[src/rtl/my_float_to_fixed_pkg.sv]
// Shared definitions for the float32 -> fixed-point converter and other
// float units: float32 field layout, bias/offset constants, saturation
// values and the operand class enum.
package my_float_to_fixed_pkg;

  localparam int FLT_W      = 32;
  localparam int EXP_W      = 8;
  localparam int FRAC_FLD_W = 23;
  localparam int MANT_W     = FRAC_FLD_W + 1;  // with hidden bit
  localparam int SIGN_POS   = 31;
  localparam int EXP_LSB    = 23;
  localparam int EXP_BIAS   = 127;
  // Unbiasing plus moving the binary point to the mantissa LSB.
  localparam int SHIFT_OFS  = EXP_BIAS + FRAC_FLD_W;  // 150

  localparam logic [EXP_W-1:0] EXP_MAX = '1;

  localparam logic [31:0] SAT_POS = 32'h7FFF_FFFF;
  localparam logic [31:0] SAT_NEG = 32'h8000_0000;

  typedef enum logic [1:0] {NORM, ZERO, INF, NAN} fcls_t;

endpackage

[src/rtl/my_float_to_fixed_float_field_split.sv]
// float_field_split: combinational float32 unpack.
//   f   : float32 operand
//   s   : sign
//   e   : biased exponent
//   m   : mantissa with hidden bit; zero for zero/denormal (flush to zero)
//   cls : NORM / ZERO / INF / NAN
module float_field_split
  import my_float_to_fixed_pkg::*;
(
  input  logic [FLT_W-1:0]  f,
  output logic              s,
  output logic [EXP_W-1:0]  e,
  output logic [MANT_W-1:0] m,
  output fcls_t             cls
);

  logic [FRAC_FLD_W-1:0] frac;

  always_comb begin
    s    = f[SIGN_POS];
    e    = f[EXP_LSB +: EXP_W];
    frac = f[FRAC_FLD_W-1:0];
    m    = (e != '0) ? {1'b1, frac} : '0;
    if (e == EXP_MAX)  cls = (frac != '0) ? NAN : INF;
    else if (e == '0)  cls = ZERO;
    else               cls = NORM;
  end

endmodule

[src/rtl/my_float_to_fixed.sv]
// my_float_to_fixed: 3-stage float32 -> signed Q(31-fracBits).fracBits
// converter with saturation and a per-run saturation event counter.
//   clk, rst  : clock, async active-high reset
//   run       : start pulse; loads delay counter, clears out1
//   running   : pipeline advance enable
//   fracBits  : fractional output bits (static during a run)
//   in0       : float32 input
//   delay0    : leading running cycles excluded from counting
//   out0      : fixed-point result (latency 3)
//   out1      : saturation count, sticks at 0xFFFF
// Build option: MY_FLOAT_TO_FIXED_RNE_EN selects round-half-even on right
// shifts; otherwise right shifts truncate toward zero.
module my_float_to_fixed
  import my_float_to_fixed_pkg::*;
#(
  parameter int DATA_W  = 32,
  parameter int DELAY_W = 7,
  parameter int FRAC_W  = 5
) (
  input  logic               clk,
  input  logic               rst,
  input  logic               run,
  input  logic               running,
  input  logic [FRAC_W-1:0]  fracBits,
  input  logic [DATA_W-1:0]  in0,
  input  logic [DELAY_W-1:0] delay0,
  output logic [31:0]        out0,
  output logic [15:0]        out1
);

  logic [31:0] dcnt;
  logic        vld_in;
  logic [1:0]  vld_pipe;

  // unpack
  logic              u_s;
  logic [EXP_W-1:0]  u_e;
  logic [MANT_W-1:0] u_m;
  fcls_t             u_cls;
  logic signed [9:0] sh_c;

  float_field_split u_split (
    .f  (in0),
    .s  (u_s),
    .e  (u_e),
    .m  (u_m),
    .cls(u_cls)
  );

  assign vld_in = running && (dcnt == '0);
  assign sh_c   = {2'b00, u_e} - 10'(SHIFT_OFS) + 10'(fracBits);

  // stage 1 regs
  logic              s1_s;
  logic [MANT_W-1:0] s1_m;
  fcls_t             s1_cls;
  logic signed [9:0] s1_sh;

  // stage 2 comb
  logic signed [9:0] nsh;
  logic [4:0]        rs;
  logic [31:0]       mag_r, mag_l, mag_c;
  logic              ovf_c;
`ifdef MY_FLOAT_TO_FIXED_RNE_EN
  logic [63:0]       wide;
  logic              rnd_up;
`endif

  always_comb begin
    nsh = -s1_sh;
    rs  = (nsh > 10'sd31) ? 5'd31 : nsh[4:0];
`ifdef MY_FLOAT_TO_FIXED_RNE_EN
    // Low word collects the shifted-out bits: [31] guard, [30:0] sticky.
    wide   = {8'b0, s1_m, 32'b0} >> rs;
    rnd_up = wide[31] & ((|wide[30:0]) | wide[32]);
    mag_r  = wide[63:32] + {31'b0, rnd_up};
`else
    mag_r  = {8'b0, s1_m} >> rs;
`endif
    // sh == 8 stays on the shift path so that exactly -2^31 survives.
    mag_l = {8'b0, s1_m} << s1_sh[3:0];
    if (s1_sh < 0)             mag_c = mag_r;
    else if (s1_sh <= 10'sd8)  mag_c = mag_l;
    else                       mag_c = '0;
    ovf_c = ((s1_sh > 10'sd8) && (s1_m != '0)) ||
            (!s1_s && (mag_c > SAT_POS)) ||
            ( s1_s && (mag_c > SAT_NEG));
  end

  // stage 2 regs
  logic        s2_s, s2_ovf;
  fcls_t       s2_cls;
  logic [31:0] s2_mag;

  // stage 3 comb
  logic        s2_sat;
  logic [31:0] out_c;

  always_comb begin
    s2_sat = (s2_cls == INF) || ((s2_cls != NAN) && s2_ovf);
    if (s2_cls == NAN)  out_c = '0;
    else if (s2_sat)    out_c = s2_s ? SAT_NEG : SAT_POS;
    else                out_c = s2_s ? -s2_mag : s2_mag;
  end

  always_ff @(posedge clk or posedge rst) begin
    if (rst) begin
      dcnt     <= '0;
      vld_pipe <= '0;
      s1_s     <= 1'b0;
      s1_m     <= '0;
      s1_cls   <= NORM;
      s1_sh    <= '0;
      s2_s     <= 1'b0;
      s2_ovf   <= 1'b0;
      s2_cls   <= NORM;
      s2_mag   <= '0;
      out0     <= '0;
      out1     <= '0;
    end else begin
      if (run)                          dcnt <= {{(32-DELAY_W){1'b0}}, delay0};
      else if (running && dcnt != '0)   dcnt <= dcnt - 1'b1;

      if (running) begin
        vld_pipe <= {vld_pipe[0], vld_in};
        s1_s     <= u_s;
        s1_m     <= u_m;
        s1_cls   <= u_cls;
        s1_sh    <= sh_c;
        s2_s     <= s1_s;
        s2_ovf   <= ovf_c;
        s2_cls   <= s1_cls;
        s2_mag   <= mag_c;
        out0     <= out_c;
      end

      // run clears even if a saturated sample lands this cycle
      if (run)
        out1 <= '0;
      else if (running && vld_pipe[1] && s2_sat && out1 != 16'hFFFF)
        out1 <= out1 + 1'b1;
    end
  end

endmodule
[config.mk]
export PLATFORM = sky130hd
export DESIGN_NAME = my_float_to_fixed
export DESIGN_NICKNAME = d
export VERILOG_FILES = /design/src/rtl/my_float_to_fixed_pkg.sv /design/src/rtl/my_float_to_fixed_float_field_split.sv /design/src/rtl/my_float_to_fixed.sv
export SDC_FILE = /design/constraint.sdc
export NUM_CORES = 1
export LEC_CHECK = 0
export BUFFER_PORTS_ARGS = -buffer_cell sky130_fd_sc_hd__buf_4
export CORE_ASPECT_RATIO = 1.2
export CORE_UTILIZATION = 55
export CTS_BUF_LIST = sky130_fd_sc_hd__clkbuf_4
export DETAILED_ROUTE_END_ITERATION = 8
export GPL_TIMING_DRIVEN = 1
export PLACE_DENSITY = 0.74
export SYNTH_ARGS = -nofsm -noshare
export SYNTH_HDL_FRONTEND = slang
export SYNTH_SLANG_ARGS = --single-unit
[constraint.sdc]
create_clock -name clk -period 6.4 [get_ports clk]
set_input_delay 1.28 -clock clk [delete_from_list [all_inputs] [get_ports clk]]
set_output_delay 1.28 -clock clk [all_outputs]
set_load 0.01 [all_outputs]
After elaboration in Yosys (flattened, before gate mapping). Index checks and enable logic that the tools add are counted.

Bits in latches: 0. Memory bits (read-only): 0. Register bits after elaboration: 155. Output and inout bits: 48. Bits in writable memories: 0. Word-level logic and storage cells: 67. Memories kept: 0.

Multipliers: 0. Multiplexer cells: 15. Reduce and logical (&&, ||, !) cells: 21. Equality and inequality tests: 5. Bitwise logic cells: 0. $lt $le $gt $ge: 6. Add/sub/neg operators: 6. Div/mod/pow operators: 0. Shifts and indexed selects: 2.

Operators with widths (number): 2-to-1 mux 32 bit (8); greater-than comparator 32 x 31 -> 1 bit, second input constant (1); greater-than comparator 32 bit, second input constant (1); zero test 32 bit (1); 2-to-1 mux 16 bit (2); negator 32 bit (1); nonzero test 32 bit (1); << shifter 24 x 4 -> 32 bit (1); >> shifter 24 x 5 -> 32 bit (1); subtractor 32 x 1 -> 32 bit, second input constant (1); 2-to-1 mux 24 bit (1); nonzero test 24 bit (1); nonzero test 23 bit (1); adder 16 x 1 -> 16 bit, second input constant (1); inequality test 16 bit, second input constant (1); adder 9 x 6 -> 10 bit (1); greater-than comparator 10 x 5 -> 1 bit, second input constant (1); greater-than comparator 10 x 6 -> 1 bit, second input constant (1); <= comparator 10 x 5 -> 1 bit, second input constant (1); < comparator 10 x 1 -> 1 bit, second input constant (1); negator 10 bit (1); logical AND 1 bit (9); subtractor 8 x 8 -> 9 bit, second input constant (1); == test 8 bit, second input constant (1); 10 further kinds (15).

Depth between registers and ports, before layout. Gate-level depths: netlist (run 1).

Depth after elaboration: 9. Depth in mapped cells: 18. Mapped depth without buffers: 11.

Modules after synthesis. A second synthesis (run 1) with hierarchy kept.

Cells, all modules: 1231. Area, all modules: 10786.6 µm².

Modules (own cells, without submodules): my_float_to_fixed (times used 1, area an instance 10441.3 µm², sequential area each 3878.7 µm², cells each 1181); float_field_split (times used 1, area an instance 345.3 µm², sequential area each 0.0 µm², cells each 50).

Least setup slack after synthesis (run 1). OpenSTA, ideal clock, no wires.

Kind: flip-flop to flip-flop. From: register s1_sh[1]. To: register s2_ovf. Stages on the path, launching flop included: 17. Slack: 2.612 ns. Buffers on the path: 6. Data arrival time: 3.658 ns. Clock period less this slack: 3.788 ns. Data required time: 6.270 ns. Cells stage by stage: dfrtp_1 -> buf_6 -> buf_6 -> buf_2 -> clkbuf_1 -> inv_1 -> ha_1 -> clkbuf_1 -> buf_1 -> mux2i_1 -> o21ai_0 -> o211ai_1 -> a221oi_1 -> a2111oi_1 -> nand4_1 -> nor4_2 -> a31oi_1.

Cells in the longest elaborated chain, start to end: 9.

RTL lines: start, declared (RTL line my_float_to_fixed.sv:57) `logic signed [9:0] s1_sh;`; start signal, assigned (RTL line my_float_to_fixed.sv:113) `s1_sh <= '0;`; start signal, assigned (RTL line my_float_to_fixed.sv:129) `s1_sh <= sh_c;`; negator 10 bit (RTL line my_float_to_fixed.sv:70) `nsh = -s1_sh;`; greater-than comparator 10 x 6 -> 1 bit (RTL line my_float_to_fixed.sv:71) `rs = (nsh > 10'sd31) ? 5'd31 : nsh[4:0];`; 2-to-1 mux 5 bit (RTL line my_float_to_fixed.sv:71); >> shifter 24 x 5 -> 32 bit (RTL line my_float_to_fixed.sv:78) `mag_r = {8'b0, s1_m} >> rs;`; 2-to-1 mux 32 bit (RTL line my_float_to_fixed.sv:82) `if (s1_sh < 0) mag_c = mag_r;`; greater-than comparator 32 x 31 -> 1 bit (RTL line my_float_to_fixed.sv:86) `(!s1_s && (mag_c > SAT_POS)) ||`; logical AND 1 bit (RTL line my_float_to_fixed.sv:86); logical OR 1 bit (RTL line my_float_to_fixed.sv:85) `ovf_c = ((s1_sh > 10'sd8) && (s1_m != '0)) ||`; logical OR 1 bit * (RTL line my_float_to_fixed.sv:86); end signal, assigned (RTL line my_float_to_fixed.sv:131) `s2_ovf <= ovf_c;`; end, declared (RTL line my_float_to_fixed.sv:91) `logic s2_s, s2_ovf;`.

Every way passes the cells marked *; elsewhere a longest branch is shown, timed or not. A chain may end at the register's enable or synchronous reset.

Final worst setup path (run 1). Ends and elaborated chain as after synthesis.

==> out/qor.txt, run 1 <==
Hold Startpoint = vld_pipe[0]
reg2reg path depth = 13
Max-slew headroom = 15.5%
pwr dens = 260 nW/um^2
Layout Skew = 0.0260 ns
commonest non-fill, non-tap cell in the layout = dfrtp_1
largest net degree at the start of global routing = 110
number of antenna violations at the first check in global routing = 1
sequential share of power = 39.8%
CTS Buf Count = 17
Sinks on Clock Net = 155
FP Rows = 56
commonest cells after routing, fill and taps aside = 153 x dfrtp_1, 150 x nor2_1, 126 x nand2_1
post-route minimum period = 4.32 ns
share of post-route cells with drive strength above 1 = 15.5%
Max Fclk = 231 MHz
CP max FO = 46
register area = 3880 sq um
Max-Cap Viols = 0
RR Startpoint = s1_sh[1]
register-to-register setup slack = 2.08 ns
synthesized instance count = 1,295
Initial DRC Count = 987
CP Cell Sequence = buf_4, inv_1, ha_1, nor2_1, nand4b_1, o211a_1, buf_4, nor2_1, a221oi_1, a2111oi_1, nand4_1, nor4_2, a31oi_1
Routability Congestion = 0.986
first-pass GRT wire length = 48.2 mm
Critical Path Start = s1_sh[1]
Starting Density = 56.0%
P&R area growth vs syn = 9.27%
Yosys Warn Count = 0
IO Pins = 96
vias in the first global route = 9,100
RSZ-0062 raised after global routing = no
max incr delay on CP = 0.69 ns
Die Width = 131 um
Final Hold Fails = 0
CTS root buf = clkbuf_4
run status = finished clean
clk_lat worst skew = 0.59 ns
setup bufs post-CTS = 0
Final Setup Violations = 0
H-Tree Depth = 4
Finished Cell Area = 11,900 sq um
port bufs = 95
share of flip-flops with an asynchronous set or reset after synthesis = 100%
cell area after synthesis = 10,900 sq um
Leakage = 5.15 nW
Multi-input gate area = 6290 sq um
hold crit path type = reg -> reg
Post-Route WL = 30.4 mm
Yosys cell types = 77
Fillers = 1,766
switch share = 43.0%
Post-DP HPWL = 22.1 mm
vias post-DR = 9,932
Worst path slowest cell = nor2_1
Worst IR Drop VDD = 0.000142 V
Syn Area/Cell = 8.42 sq um
WS Path Type = reg -> reg
number of synthesized flops with an enable pin = 0
Reg clk slew, reported paths = 0.17 ns
Worst Tran Pin Value = 1.26 ns
Final ANT Viol Nets = 0
Pre-antenna DRT Iters = 6
Tot GR Track Use = 30.5%
Max Slew Vio Count = 0
Internal = 1.76 mW
DRC = 0
synthesized net count = 1,354
crit share post-route = 67.6%
CTS tree = done
post-synthesis sequential area ratio = 35.6%
critical path endpoint = s2_ovf
nets@finish = 1,380
Primary FF master, synth = dfrtp_1
startpoint types = flop
Seq cells post-synth = 155
total negative slack = 0 ns
placed cell area = 11,600 sq um
Resize count post-CTS = 0
reg2reg end = s2_ovf
clock share of power = 20.0%
CTS max path bufs = 2
total global routing overflow = 0
NetSw = 1.33 mW
# hold bufs at CTS = 0
die area = 20,400 sq um
DR WL/cell = 19.1 um
Core Box Area = 19,500 sq um
Worst Path Arrival = 4.81 ns
minimum hold slack = 0.526 ns
crit end category = flop
Combinational Power Share = 40.1%
Die Span Y = 156 um
Vias/cell = 6.22
Worst Path Required = 6.89 ns
-- synthesized netlist by cell type, types with 18 or more instances --
library cell	n	area, sq um
nor2_1	150	563
xnor2_1	63	552
nor4_1	22	138
xor2_1	24	210
nor3_1	35	175
a21oi_1	73	365
o21ai_0	67	335
mux2_2	24	270
o211ai_1	20	150
clkbuf_1	69	259
inv_1	77	289
nand2_1	126	473
mux2i_1	39	390
a31oi_1	18	113
o22ai_1	71	444
dfrtp_1	155	3880
-- final cells by class --
cell class                      instances  share of cell area, %
Sequential cell                       155                   32.6
Antenna cell                            1                 0.0210
Multi-Input combinational cell        961                   52.8
Clock inverter                         15                   1.51
Tap cell                              261                   2.74
Inverter                               78                   2.50
Clock buffer                           17                   1.07
Timing Repair Buffer                  108                   6.80
-- power by group through the flow --
| stage | registers, mW | logic (mW) | clock network (mW) |
|---|---|---|---|
| after CTS | 1.23 | 1.22 | 0.635 |
| after detailed placement | 1.25 | 1.22 | 0 |
| after global placement | 1.24 | 1.22 | 0 |
| after floorplan | 1.20 | 0.906 | 0 |
| after global routing | 1.25 | 1.35 | 0.678 |
| final | 1.23 | 1.24 | 0.621 |
-- per-layer routing --
metal	part of all wire (%)	global-route usage, %
met5	0	0
met4	4.6	14.6
met1	42	40.0
met3	5.9	5.09
met2	47	48.9
-- worst min path at each step --
| stage | to | depth (start not counted) |
|---|---|---|
| floorplan | vld_pipe[0] | 2 |
| finish | vld_pipe[1] | 1 |
| detailed placement | vld_pipe[0] | 2 |
| CTS | vld_pipe[1] | 1 |
| global route | vld_pipe[0] | 2 |
| global placement | vld_pipe[0] | 2 |
-- logic make-up (layout without fill, tap and decap cells) --
| family | count (synthesis) | in the layout | synth area share, % |
|---|---|---|---|
| muxes | 80 | 80 | 9.60 |
| buffers and inverters | 179 | 218 | 6.83 |
| DFF | 155 | 155 | 35.6 |
| AOI/OAI and AO/OA | 338 | 338 | 20.0 |
| xor gates and xnor gates | 87 | 87 | 6.99 |
| and+or+nand+nor | 445 | 445 | 19.7 |
| other | 0 | 1 | 0 |
| adders and majority gates | 11 | 11 | 1.33 |
-- sequential cells by signal, indices dropped and copies added (netlist names) --
register and count:
vld_pipe 2, s2_ovf 1, out1 16, out0 32, s1_s 1, dcnt 32, s2_s 1, s2_mag 32
s1_m 24, s1_sh 10, s2_cls 2, s1_cls 2
-- critical path, delay by kind of cell, from the launching register on --
family / cells / cell delay, ns
AO/OA/AOI/OAI: 4 / 1.00
adder cells (fa/ha/maj): 1 / 0.37
buffers and inverters: 3 / 0.94
flip-flops: 1 / 0.38
AND/OR/NAND/NOR: 5 / 1.52
-- through the flow --
stage | setup slack, ns | std cells | utilization (%) | power, mW
after global placement | 2.39 | 1563 | 59.6 | 2.46
after floorplan | 0.942 | 1295 | - | 2.11
after global routing | 1.73 | 1596 | 61.2 | 3.28
after CTS | 2.18 | 1595 | 61.2 | 3.09
after detailed placement | 2.23 | 1563 | 59.6 | 2.47
final | 2.08 | 1596 | 61.2 | 3.10
(Power assumes the default switching activity.)
==> inputs of run 2 (changes only) <==
PLACE_DENSITY = 0.77   (was 0.74)
clock period = 3.69 ns   (was 6.4 ns; I/O delays follow)
==> run 2 against run 1 <==
Compared with the run above: via count grew 1.9%; combinational power rose by 85%; flip-flop and latch count did not move; sequential power rose by 72%; critical endpoint unchanged; largest power group unchanged.
==> out/qor.txt, run 2 (same netlist as run 1, synthesis figures left out) <==
run status = finished clean
Final Hold Fails = 0
Worst IR Drop VDD = 0.000289 V
IO Pins = 96
largest net degree at the start of global routing = 99
CTS max path bufs = 2
clk_lat worst skew = 0.60 ns
Layout Skew = 0.0218 ns
die area = 20,400 sq um
Final Power = 5.49 mW
nets@finish = 1,411
Reg clk slew, reported paths = 0.16 ns
startpoint types = flop
crit share post-route = 90.7%
Worst Path Arrival = 3.83 ns
Largest regs = dcnt: 32 flops, out0: 32 flops, s2_mag: 32 flops
H-Tree Depth = 4
Met3 Wirelength = 1.94 mm
Pre-antenna DRT Iters = 6
FP Rows = 56
wl on met1 = 13.4 mm
commonest cells after routing, fill and taps aside = 153 x dfrtp_1, 150 x nor2_1, 136 x buf_4
Resize count post-CTS = 0
Worst Path Required = 4.17 ns
pwr dens = 452 nW/um^2
Max Fclk = 299 MHz
Finished Core Util = 62.5%
Starting Density = 56.0%
Max-Cap Viols = 0
RSZ-0062 raised after global routing = no
Leakage = 5.30 nW
first-pass GRT wire length = 51.0 mm
Internal = 3.18 mW
Worst path slowest cell = mux4_2
crit end category = flop
total negative slack = 0 ns
CP Cell Sequence = buf_4, buf_4, mux4_2, nand2_1, a21oi_1, o21ai_0, o311ai_0, nor4_1, nand4_1, nor4_2, a31oi_1
max incr delay on CP = 0.56 ns
DRC = 0
Post-DP HPWL = 23.9 mm
placed cell area = 11,900 sq um
setup bufs post-CTS = 0
Finished Cell Area = 12,200 sq um
# hold bufs at CTS = 0
P&R area growth vs syn = 11.6%
clock share of power = 19.5%
commonest non-fill, non-tap cell in the layout = dfrtp_1
CTS root buf = clkbuf_4
Die Width = 131 um
DR WL/cell = 19.6 um
Die Span Y = 156 um
sequential share of power = 38.5%
WS Path Type = reg -> reg
Post-Route WL = 31.9 mm
port bufs = 95
Tot GR Track Use = 32.6%
Final Setup Violations = 0
Routability Congestion = 0.989
Max Slew Vio Count = 0
max layer used = met4
hold crit path type = in -> async
Combinational Power Share = 42.0%
vias in the first global route = 9,275
DR WL met2 = 15.0 mm
Sinks on Clock Net = 155
CP max FO = 48
number of antenna violations at the first check in global routing = 1
minimum hold slack = 0.335 ns
Fillers = 1,706
CP dominant cell by count = buf_4
Initial DRC Count = 944
vias post-DR = 10,100
switch share = 42.1%
Vias/cell = 6.22
share of post-route cells with drive strength above 1 = 17.4%
CTS tree = done
Core Box Area = 19,500 sq um
Final ANT Viol Nets = 0
Worst Tran Pin Value = 0.994 ns
total global routing overflow = 0
post-route minimum period = 3.35 ns
CTS Buf Count = 17
NetSw = 2.31 mW
Max-slew headroom = 33.6%
run 2: final cells by class:
| class | count | area, sq um | share of cell area (%) |
|---|---|---|---|
| Clock buffer | 17 | 128 | 1.05 |
| Tap cell | 261 | 327 | 2.68 |
| Multi-Input combinational cell | 961 | 6290 | 51.7 |
| Clock inverter | 15 | 161 | 1.33 |
| Timing Repair Buffer | 139 | 1080 | 8.88 |
| Sequential cell | 155 | 3880 | 31.9 |
| Inverter | 78 | 297 | 2.44 |
| Antenna cell | 1 | 2.50 | 0.0206 |
run 2: through the flow:
step	setup slack (ns)	std cells
final	0.344	1627
after global routing	0.0699	1627
after CTS	0.338	1626
after detailed placement	0.348	1594
after global placement	0.346	1594
after floorplan	0.0218	1295
run 2: metal layers:
metal	track usage, %	vias to the layer above
li1	-	4792
met1	43.3	4817
met2	51.0	414
met3	5.23	96
met4	17.1	0
met5	0	-
run 2: power by group through the flow:
stage	clock network, mW	registers [mW]	logic, mW
after floorplan	0	2.08	1.57
after global placement	0	2.14	2.26
after detailed placement	0	2.14	2.26
after CTS	1.10	2.11	2.27
after global routing	1.16	2.14	2.52
final	1.07	2.12	2.30
run 2: final timing paths:
| path | from | endpoint | slack [ns] | depth (start not counted) |
|---|---|---|---|---|
| max | s1_sh[0] | s2_ovf | 0.34 | 11 |
| min | rst | dcnt[30] | 0.34 | 2 |
| max reg2reg | s1_sh[0] | s2_ovf | 0.34 | 11 |
| min reg2reg | s1_cls[1] | s1_cls[1] | 0.54 | 2 |
| max in group asynchronous | rst | s2_mag[30] | 2.44 | 3 |
| min in group clk | delay0[6] | dcnt[6] | 0.34 | 3 |
run 2: worst max-delay path, delay by kind of cell (launching register included):
family                 cells  cell delay (ns)
and+or+nand+nor            4             0.81
buffers and inverters      2             0.75
AOI/OAI and AO/OA          4             0.69
muxes                      1             0.56
DFF                        1             0.42
==> inputs of run 3 (changes only) <==
==> constraint.sdc (replaced) <==
create_clock -name clk -period 3.69 [get_ports clk]
set_input_delay 0.369 -clock clk [delete_from_list [all_inputs] [get_ports clk]]
set_output_delay 0.369 -clock clk [all_outputs]
set_load 0.01 [all_outputs]
==> run 3 against run 2 <==
Compared with the run above: design area up 1.3%; combinational power barely moved; die area is the same; register-to-register slack got worse by 0.02 ns; clock power grew 4%; flip-flop and latch count is the same; clock-buffer cell count unchanged; global-route usage rose by 0.44 points; sequential share of layout area is 0.41 points lower; critical endpoint unchanged; largest cell class unchanged; largest power group unchanged.
==> out/qor.txt, run 3 (same netlist as run 1, synthesis figures left out) <==
Max-slew headroom = 34.2%
Multi-input gate area = 6290 sq um
share of post-route cells with drive strength above 1 = 17.1%
Finished Cell Area = 12,300 sq um
commonest non-fill, non-tap cell in the layout = dfrtp_1
Fillers = 1,780
minimum hold slack = 0.0236 ns
CTS max path bufs = 2
crit end category = flop
vias post-DR = 10,200
FP Rows = 56
WS Path Type = reg -> reg
Post-DP HPWL = 24.2 mm
hold crit path type = in -> reg
die area = 20,400 sq um
CTS Buf Count = 17
Resize count post-CTS = 0
number of antenna violations at the first check in global routing = 1
Vias/cell = 6.22
Layout Skew = 0.0253 ns
total global routing overflow = 0
Final Setup Violations = 0
port bufs = 95
setup bufs post-CTS = 0
clk_lat worst skew = 0.59 ns
DR WL/cell = 19.9 um
Largest regs = dcnt: 32 flops, out0: 32 flops, s2_mag: 32 flops
IO Pins = 96
largest net degree at the start of global routing = 99
first-pass GRT wire length = 51.4 mm
Initial DRC Count = 785
Post-Route WL = 32.7 mm
Starting Density = 56.0%
Tot GR Track Use = 33.1%
post-route minimum period = 3.37 ns
# hold bufs at CTS = 13
Final ANT Viol Nets = 0
DRC = 0
startpoint types = flop
Die Width = 131 um
Worst IR Drop VDD = 0.000273 V
pwr dens = 451 nW/um^2
Reg clk slew, reported paths = 0.15 ns
Max Slew Vio Count = 0
Hold Path End = s1_m[2]
nets@finish = 1,425
CTS root buf = clkbuf_4
Routability Congestion = 1.02
reg2reg end = s2_ovf
Final Hold Fails = 0
Worst Path Required = 4.16 ns
total negative slack = 0 ns
reg2reg path depth = 11
Worst Path Arrival = 3.83 ns
vias in the first global route = 9,568
Worst Tran Pin Value = 0.987 ns
RR Startpoint = s1_sh[0]
Sinks on Clock Net = 155
CTS tree = done
CP max FO = 48
placed cell area = 11,900 sq um
Core Box Area = 19,500 sq um
Pre-antenna DRT Iters = 5
Max Fclk = 297 MHz
RSZ-0062 raised after global routing = no
Max-Cap Viols = 0
crit share post-route = 91.2%
commonest cells after routing, fill and taps aside = 153 x dfrtp_1, 150 x nor2_1, 134 x buf_4
Leakage = 5.36 nW
run status = finished clean
register-to-register setup slack = 0.32 ns
register area = 3880 sq um
Hold Startpoint = in0[2]
Worst Hold Depth = 3
P&R area growth vs syn = 13.0%
H-Tree Depth = 4
Die Span Y = 156 um
[run 3: cell types whose count changed in the layout (fill, tap and decap cells not counted), sizes merged]
cell / delta
buf: -2
clkinvlp: +1
clkinv: -2
inv: +1
dlygate4sd3: +16
[run 3: final cells by class]
type / count / share of cell area (%)
Antenna cell: 1 / 0.0203
Clock buffer: 17 / 1.04
Clock inverter: 15 / 1.43
Inverter: 78 / 2.41
Multi-Input combinational cell: 961 / 51.0
Sequential cell: 155 / 31.5
Tap cell: 261 / 2.65
Timing Repair Buffer: 153 / 9.95
[run 3: worst max-delay path, cell delays in order (launching register included)]
cell	delay [ns]
dfrtp_2	0.43
buf_4	0.29
buf_4	0.45
mux4_2	0.58
nand2_1	0.09
a21oi_1	0.06
o21ai_0	0.25
o311ai_0	0.25
nor4_1	0.32
nand4_1	0.17
nor4_2	0.24
a31oi_1	0.11
[run 3: stage by stage]
stage / power, mW / util [%] / instances / setup slack, ns
detailed placement: 4.41 / 60.9 / 1592 / 0.412
finish: 5.56 / 63.3 / 1641 / 0.324
CTS: 5.53 / 63.1 / 1637 / 0.363
floorplan: 3.66 / - / 1295 / 0.0218
global placement: 4.40 / 60.9 / 1592 / 0.449
global route: 5.87 / 63.3 / 1641 / 0.150
[run 3: how the worst max path moves through the flow]
stage	slack [ns]	end	depth (start not counted)	startpoint
6_report	0.32	s2_ovf	11	s1_sh[0]
3_3_place_gp	0.45	s2_ovf	11	s1_sh[0]
3_5_place_dp	0.41	s2_ovf	11	s1_sh[0]
4_1_cts	0.36	s2_ovf	11	s1_sh[0]
2_1_floorplan	0.02	s2_ovf	16	s1_sh[1]
5_1_grt	0.15	s2_ovf	11	s1_sh[0]
[run 3: report_power, final]
group / total, mW / internal, mW / switching [mW]
Sequential: 2.11 / 1.88 / 0.234
Combinational: 2.33 / 0.953 / 1.38
Clock: 1.11 / 0.371 / 0.740
Total: 5.56 / 3.21 / 2.35
[run 3: metal layers]
| metal | vias to the layer above | routed length (um) | share of wire [%] | track usage, % |
|---|---|---|---|---|
| met3 | 112 | 1960 | 6.0 | 6.12 |
| met5 | - | 0 | 0 | 0 |
| met1 | 4875 | 13400 | 41 | 41.6 |
| li1 | 4797 | - | - | - |
| met2 | 419 | 15800 | 48 | 54.1 |
| met4 | 0 | 1570 | 4.8 | 16.4 |
